[config.mk]
export PLATFORM = sky130hd
export DESIGN_NAME = spi_slave_regs_flat
export DESIGN_NICKNAME = d
export VERILOG_FILES = /design/src/rtl/spi_slave_regs_if.sv /design/src/rtl/spi_slave_regs.sv /design/src/flat_wrapper.sv
export SDC_FILE = /design/constraint.sdc
export NUM_CORES = 1
export LEC_CHECK = 0
export ABC_AREA = 0
export CAP_MARGIN = 10
export CORE_AREA = 4 4 103 105
export DETAILED_ROUTE_END_ITERATION = 6
export DIE_AREA = 0 0 107 109
export GPL_TIMING_DRIVEN = 0
export PLACE_DENSITY = 0.85
export SLEW_MARGIN = 20
export SYNTH_ARGS = -nofsm -noshare
export SYNTH_HDL_FRONTEND = slang
export SYNTH_SLANG_ARGS = --single-unit
[constraint.sdc]
create_clock -name clk_i -period 4.2 [get_ports clk_i]
set_input_delay 0.84 -clock clk_i [delete_from_list [all_inputs] [get_ports clk_i]]
set_output_delay 0.84 -clock clk_i [all_outputs]
set_load 0.03 [all_outputs]
[src/rtl/spi_slave_regs_if.sv]
// spi_slave_regs_if: bundles the SPI pins and the parallel register-side
// signals of spi_slave_regs. The slave modport is the device view; the master
// modport is the view of whatever drives the SPI pins and observes the bank.
interface spi_slave_regs_if;
  logic        spiClk_i;
  logic        spiMosi_i;
  logic        spiMiso_o;
  logic [7:0]  status_i;
  logic [63:0] regs_o;
  logic        wr_stb_o;
  logic [2:0]  wr_adr_o;
  logic [7:0]  wr_dat_o;

  modport slave (
    input  spiClk_i, spiMosi_i, status_i,
    output spiMiso_o, regs_o, wr_stb_o, wr_adr_o, wr_dat_o
  );

  modport master (
    output spiClk_i, spiMosi_i, status_i,
    input  spiMiso_o, regs_o, wr_stb_o, wr_adr_o, wr_dat_o
  );
endinterface

[src/rtl/spi_slave_regs.sv]
// spi_slave_regs: mode-0 SPI device with a bank of eight 8-bit registers
// (0..6 writable, 7 = read-only status). SCK/MOSI are oversampled in the
// clk_i domain. A frame is one command byte (bit7 = write, bits[2:0] = index)
// followed by data bytes; a frame ends when SCK stays quiet for IDLE_CYCLES.
// Optional feature: define SPI_SLAVE_AUTOINC_EN to advance the register index
// after every data byte; otherwise the index stays fixed for the frame.
module spi_slave_regs #(
  parameter int unsigned IDLE_CYCLES = 64
) (
  input logic            clk_i,
  input logic            rst_i,
  spi_slave_regs_if.slave bus
);

  typedef enum logic [1:0] {CMD, WRITE, READ} state_e;

  localparam logic [15:0] IDLE_LIMIT = 16'(IDLE_CYCLES);

  logic [2:0]       sckSync_q;
  logic [1:0]       mosiSync_q;
  logic             sckRise;
  logic             sckFall;

  state_e           state_q, state_d;
  logic [2:0]       bitCnt_q, bitCnt_d;
  logic [7:0]       shiftIn_q, shiftIn_d;
  logic [7:0]       shiftOut_q, shiftOut_d;
  logic [2:0]       index_q, index_d;
  logic             loadPend_q, loadPend_d;
  logic [15:0]      idleCnt_q, idleCnt_d;
  logic             miso_q, miso_d;
  logic             wrStb_q, wrStb_d;
  logic [2:0]       wrAdr_q, wrAdr_d;
  logic [7:0]       wrDat_q, wrDat_d;
  logic [6:0][7:0]  regs_q, regs_d;

  logic [7:0]       rxByte;
  logic [7:0]       readByte;

  // Two-flop synchronizers on both pins plus a third SCK flop for edge detect
  always_ff @(posedge clk_i or negedge rst_i) begin
    if (!rst_i) begin
      sckSync_q  <= '0;
      mosiSync_q <= '0;
    end else begin
      sckSync_q  <= {sckSync_q[1:0], bus.spiClk_i};
      mosiSync_q <= {mosiSync_q[0], bus.spiMosi_i};
    end
  end

  assign sckRise = sckSync_q[1] & ~sckSync_q[2];
  assign sckFall = ~sckSync_q[1] & sckSync_q[2];
  assign rxByte  = {shiftIn_q[6:0], mosiSync_q[1]};

  // Register selected by the current index; index 7 reads the live status input
  always_comb begin
    readByte = bus.status_i;
    for (int n = 0; n < 7; n++) begin
      if (index_q == 3'(n)) readByte = regs_q[n];
    end
  end

  // Frame state, counters, shifters and the register bank
  always_ff @(posedge clk_i or negedge rst_i) begin
    if (!rst_i) begin
      state_q    <= CMD;
      bitCnt_q   <= '0;
      shiftIn_q  <= '0;
      shiftOut_q <= '0;
      index_q    <= '0;
      loadPend_q <= 1'b0;
      idleCnt_q  <= '0;
      miso_q     <= 1'b0;
      wrStb_q    <= 1'b0;
      wrAdr_q    <= '0;
      wrDat_q    <= '0;
      regs_q     <= '0;
    end else begin
      state_q    <= state_d;
      bitCnt_q   <= bitCnt_d;
      shiftIn_q  <= shiftIn_d;
      shiftOut_q <= shiftOut_d;
      index_q    <= index_d;
      loadPend_q <= loadPend_d;
      idleCnt_q  <= idleCnt_d;
      miso_q     <= miso_d;
      wrStb_q    <= wrStb_d;
      wrAdr_q    <= wrAdr_d;
      wrDat_q    <= wrDat_d;
      regs_q     <= regs_d;
    end
  end

  // Next-state: byte assembly on SCK rise, MISO shifting on SCK fall, idle timeout
  always_comb begin
    state_d    = state_q;
    bitCnt_d   = bitCnt_q;
    shiftIn_d  = shiftIn_q;
    shiftOut_d = shiftOut_q;
    index_d    = index_q;
    loadPend_d = loadPend_q;
    idleCnt_d  = idleCnt_q;
    miso_d     = miso_q;
    wrStb_d    = 1'b0;
    wrAdr_d    = wrAdr_q;
    wrDat_d    = wrDat_q;
    regs_d     = regs_q;

    if (sckRise || sckFall) begin
      idleCnt_d = '0;
      if (sckRise) begin
        shiftIn_d = rxByte;
        bitCnt_d  = bitCnt_q + 3'd1;
        if (bitCnt_q == 3'd7) begin
          case (state_q)
            CMD: begin
              index_d = rxByte[2:0];
              if (rxByte[7]) begin
                state_d = WRITE;
              end else begin
                state_d    = READ;
                loadPend_d = 1'b1;
              end
            end
            WRITE: begin
              if (index_q != 3'd7) begin
                for (int n = 0; n < 7; n++) begin
                  if (index_q == 3'(n)) regs_d[n] = rxByte;
                end
                wrStb_d = 1'b1;
                wrAdr_d = index_q;
                wrDat_d = rxByte;
              end
`ifdef SPI_SLAVE_AUTOINC_EN
              index_d = index_q + 3'd1;
`endif
            end
            READ: begin
              loadPend_d = 1'b1;
            end
            default: begin
              state_d = CMD;
            end
          endcase
        end
      end
      if (sckFall && (state_q == READ)) begin
        if (loadPend_q) begin
          shiftOut_d = readByte;
          miso_d     = readByte[7];
          loadPend_d = 1'b0;
`ifdef SPI_SLAVE_AUTOINC_EN
          index_d    = index_q + 3'd1;
`endif
        end else begin
          shiftOut_d = {shiftOut_q[6:0], 1'b0};
          miso_d     = shiftOut_q[6];
        end
      end
    end else if (idleCnt_q == IDLE_LIMIT) begin
      state_d    = CMD;
      bitCnt_d   = '0;
      miso_d     = 1'b0;
      loadPend_d = 1'b0;
    end else begin
      idleCnt_d = idleCnt_q + 16'd1;
    end
  end

  assign bus.spiMiso_o = miso_q;
  assign bus.wr_stb_o  = wrStb_q;
  assign bus.wr_adr_o  = wrAdr_q;
  assign bus.wr_dat_o  = wrDat_q;
  assign bus.regs_o    = {bus.status_i, regs_q};

endmodule

[src/flat_wrapper.sv]
// flat-port wrapper written by rule: the top's interface ports become plain ports
module spi_slave_regs_flat 
#(
  parameter int unsigned IDLE_CYCLES = 64
)
  (clk_i, rst_i, bus_spiClk_i, bus_spiMosi_i, bus_status_i, bus_spiMiso_o, bus_regs_o, bus_wr_stb_o, bus_wr_adr_o, bus_wr_dat_o);
  spi_slave_regs_if bus_i ();
  input logic clk_i;
  input logic rst_i;
  input wire logic [$bits(bus_i.spiClk_i)-1:0] bus_spiClk_i;
  input wire logic [$bits(bus_i.spiMosi_i)-1:0] bus_spiMosi_i;
  input wire logic [$bits(bus_i.status_i)-1:0] bus_status_i;
  output wire logic [$bits(bus_i.spiMiso_o)-1:0] bus_spiMiso_o;
  output wire logic [$bits(bus_i.regs_o)-1:0] bus_regs_o;
  output wire logic [$bits(bus_i.wr_stb_o)-1:0] bus_wr_stb_o;
  output wire logic [$bits(bus_i.wr_adr_o)-1:0] bus_wr_adr_o;
  output wire logic [$bits(bus_i.wr_dat_o)-1:0] bus_wr_dat_o;
  assign bus_i.spiClk_i = bus_spiClk_i;
  assign bus_i.spiMosi_i = bus_spiMosi_i;
  assign bus_i.status_i = bus_status_i;
  assign bus_spiMiso_o = bus_i.spiMiso_o;
  assign bus_regs_o = bus_i.regs_o;
  assign bus_wr_stb_o = bus_i.wr_stb_o;
  assign bus_wr_adr_o = bus_i.wr_adr_o;
  assign bus_wr_dat_o = bus_i.wr_dat_o;
  spi_slave_regs #(.IDLE_CYCLES(IDLE_CYCLES)) u_core (.clk_i(clk_i), .rst_i(rst_i), .bus(bus_i));
endmodule
==> summary.txt <==
Run status
  • Status: finished, final reports clean

Placement
  • Gpl congestion: 0.936
  • Place WS: 1210 ps
  • Area after DPL: 6640 sq um
  • Hpwl dp: 10.8 mm
  • Buffers on Ports: 88

Floorplan
  • I/O pin cnt: 89
  • Core area: 9640 sq um
  • Initial Utilization: 57.7%
  • Die Wd: 107 um
  • Die Area: 11700 sq um
  • Rows: 36
  • DIE HEIGHT: 109 um

Setup path
  • Crit path launch type: primary input
  • CP arrival: 2150 ps
  • Worst-path maximum fanout: 3
  • Worst setup path class: in2out
  • Crit end category: output pin
  • Required time of the critical path: 3360 ps
  • R2r setup slk: 1780 ps

Global routing
  • First-pass GRT wire length: 24.3 mm
  • GR Overflow Total: 0
  • Antenna violations before repair: 0
  • Pin count of the biggest net entering global routing: 84
  • Vias in the first global route: 4378
  • GRT Resource Usage Total: 27.9%

Routing
  • Vias: 4413
  • DRT Pass-1 Iters: 5
  • Drt drc: 0
  • Routed Antenna Nets: 0
  • Drt total wl: 15.3 mm
  • DRT iter0 DRCs: 357
  • Via density: 5.97
  • Routed WL per cell: 20.7 um

Synth
  • Syn nets: 508
  • Ranking of synthesized cells by area: dfrtp_1 (51%), mux2_2 (16%), o21ai_0 (2.8%), ha_1 (2.0%), inv_1 (1.8%)
  • Unique cell type count in the Yosys netlist: 56
  • #FFs+latches synth: 113
  • Avg Cell Area, Syn: 11.4 sq um
  • Synth async-reset ratio: 100%
  • Cell taking the most area after synthesis: dfrtp_1
  • Yosys top cell area share: 50.9%
  • Yosys warning count: 0
  • Post-synth EDFFs: 0
  • Count of mapped cells out of synthesis: 487
  • Leading register cell type out of synthesis: dfrtp_1
  • Register area share after synthesis: 50.9%
  • Mapped Area: 5560 sq um

STA
  • Final WS setup: 1210 ps
  • Post-route clock period utilization: 71.1%
  • Final min period: 2990 ps
  • Fin Hold WS: 193 ps
  • Max frequency: 335 MHz
  • RSZ-0062 raised after global routing: no
  • Clock Skew: 7.17 ps
  • Fin. max-slew vios: 0
  • Least-Margin Pin Slew: 698 ps
  • Setup TNS: 0 ps
  • Final setup violation count: 0
  • Final Hold Viols: 0
  • Relative slew slack: 53.4%

Final layout
  • Commonest non-fill, non-tap cell in the layout: dfrtp_1
  • Layout area overhead: 29.4%
  • Layout cell share with drive strength beyond 1: 22.3%
  • Most frequent cells in the layout: dfrtp_1 (113), clkdlybuf4s50_1 (87), mux2_2 (79), o21ai_0 (31), inv_1 (26)
  • Post-layout util: 74.7%
  • ANT cells: 0
  • Final-layout fill cell count: 659
  • Post-route cell area: 7200 sq um
  • # nets final: 616

Power
  • Comb power frac: 17.7%
  • Peak supply drop: 0.298 mV
  • Clock power share: 43.4%
  • Pwr/cell area: 435 nW/um^2
  • Switching portion of total power: 28.0%
  • Leakage Power: 3.23 nW
  • Internal: 2.25 mW
  • Net Switching: 878 uW
  • Sequential Power Share: 38.9%

Min path
  • Hold Crit Class: in2async

Clock tree
  • Number of clock sinks seen by CTS: 113
  • CTS tree: done
  • Cts hold-fix bufs: 0
  • Worst-path clk slew: 60 ps
  • Num CTS Buffers: 17
  • Post CTS Setup Buffer Count: 0
  • Root Buffer: clkbuf_8
  • Worst-case clock buffer depth: 2
  • Clock Latency Late Sink: 520 ps
  • Post_cts resized: 0
  • H-tree depth: 4

Job
  • # Max-Cap Violations: 0
power groups by stage:
stage	combinational [mW]	clock [mW]	sequential [mW]
after floorplan	0.342	0	1.22
after detailed placement	0.538	0	1.23
after global placement	0.516	0	1.23
after CTS	0.547	1.37	1.22
after global routing	0.601	1.44	1.23
final	0.554	1.36	1.22
synthesized netlist by cell type (4+ instances only):
| library cell | number |
|---|---|
| a21boi_0 | 5 |
| a21oi_1 | 8 |
| and2_1 | 13 |
| buf_1 | 5 |
| buf_2 | 7 |
| buf_4 | 9 |
| clkbuf_1 | 19 |
| dfrtp_1 | 113 |
| ha_1 | 9 |
| inv_1 | 26 |
| mux2_2 | 79 |
| nand2_1 | 20 |
| nand2b_1 | 10 |
| nand3_1 | 14 |
| nand3b_1 | 5 |
| nand4_1 | 4 |
| nor2_1 | 5 |
| nor2b_1 | 10 |
| nor3_1 | 10 |
| nor3b_1 | 5 |
| nor4_1 | 9 |
| o21a_1 | 4 |
| o21ai_0 | 31 |
| or3_1 | 4 |
| xnor2_1 | 4 |
| xor2_1 | 6 |
critical path, cell delays in order:
cell             delay [ps]
clkdlybuf4s50_1         530
buf_4                   120
clkdlybuf4s50_1         660
state kept, by name (all words and copies together), names as in the netlist:
signal	cells
u_core.bus.regs_o	56
u_core.idleCnt_q	16
u_core.bus.wr_dat_o	8
u_core.shiftIn_q	7
u_core.shiftOut_q	7
u_core.bitCnt_q	3
u_core.bus.wr_adr_o	3
u_core.index_q	3
u_core.sckSync_q	3
u_core.mosiSync_q	2
u_core.state_q	2
u_core.bus.spiMiso_o	1
u_core.bus.wr_stb_o	1
u_core.loadPend_q	1
final timing paths:
| kind | startpoint | end | depth (start not counted) |
|---|---|---|---|
| max in group asynchronous | rst_i | u_core.state_q[1]$_DFFE_PN0P_ | 2 |
| hold reg to reg | u_core.sckSync_q[0]$_DFF_PN0_ | u_core.sckSync_q[1]$_DFF_PN0_ | 0 |
| min in group clk_i | u_core.sckSync_q[0]$_DFF_PN0_ | u_core.sckSync_q[1]$_DFF_PN0_ | 0 |
| setup / recovery | bus_status_i[2] | bus_regs_o[58] | 3 |
| hold / removal | rst_i | u_core.bus.regs_o[43]$_DFFE_PN0P_ | 1 |
| setup reg to reg | u_core.bitCnt_q[0]$_DFFE_PN0P_ | u_core.bus.regs_o[20]$_DFFE_PN0P_ | 7 |
stage by stage:
step	power, mW	instances
after floorplan	1.56	487
after global routing	3.26	739
after global placement	1.74	708
after detailed placement	1.77	709
final	3.13	739
after CTS	3.14	739
final cells by class:
type	instances	area, sq um	area share (%)
Buffer	40	193	2.68
Clock buffer	24	480	6.68
Clock inverter	6	80.1	1.11
Inverter	26	97.6	1.36
Multi-Input combinational cell	308	2440	33.9
Sequential cell	113	2830	39.3
Tap cell	133	166	2.31
Timing Repair Buffer	89	910	12.6
metal layers:
metal | track usage [%] | up-vias | wire length [um]
met2 | 46.8 | 195 | 7610
met5 | 0 | - | 0
met3 | 6.99 | 26 | 1090
li1 | - | 1960 | -
met4 | 8.86 | 0 | 292
met1 | 35.9 | 2232 | 6280
logic make-up (layout without fill, tap and decap cells):
family                     after synthesis  after routing  share of synthesized area (%)
xor gates and xnor gates                10             10                           1.58
AOI/OAI and AO/OA                       81             81                           9.92
muxes                                   83             83                           16.9
and+or+nand+nor                        125            125                           13.5
adders and majority gates                9              9                           2.03
DFF                                    113            113                           50.9
buffers and inverters                   66            185                           5.22
Note: power is estimated with default switching activity, not from simulation.
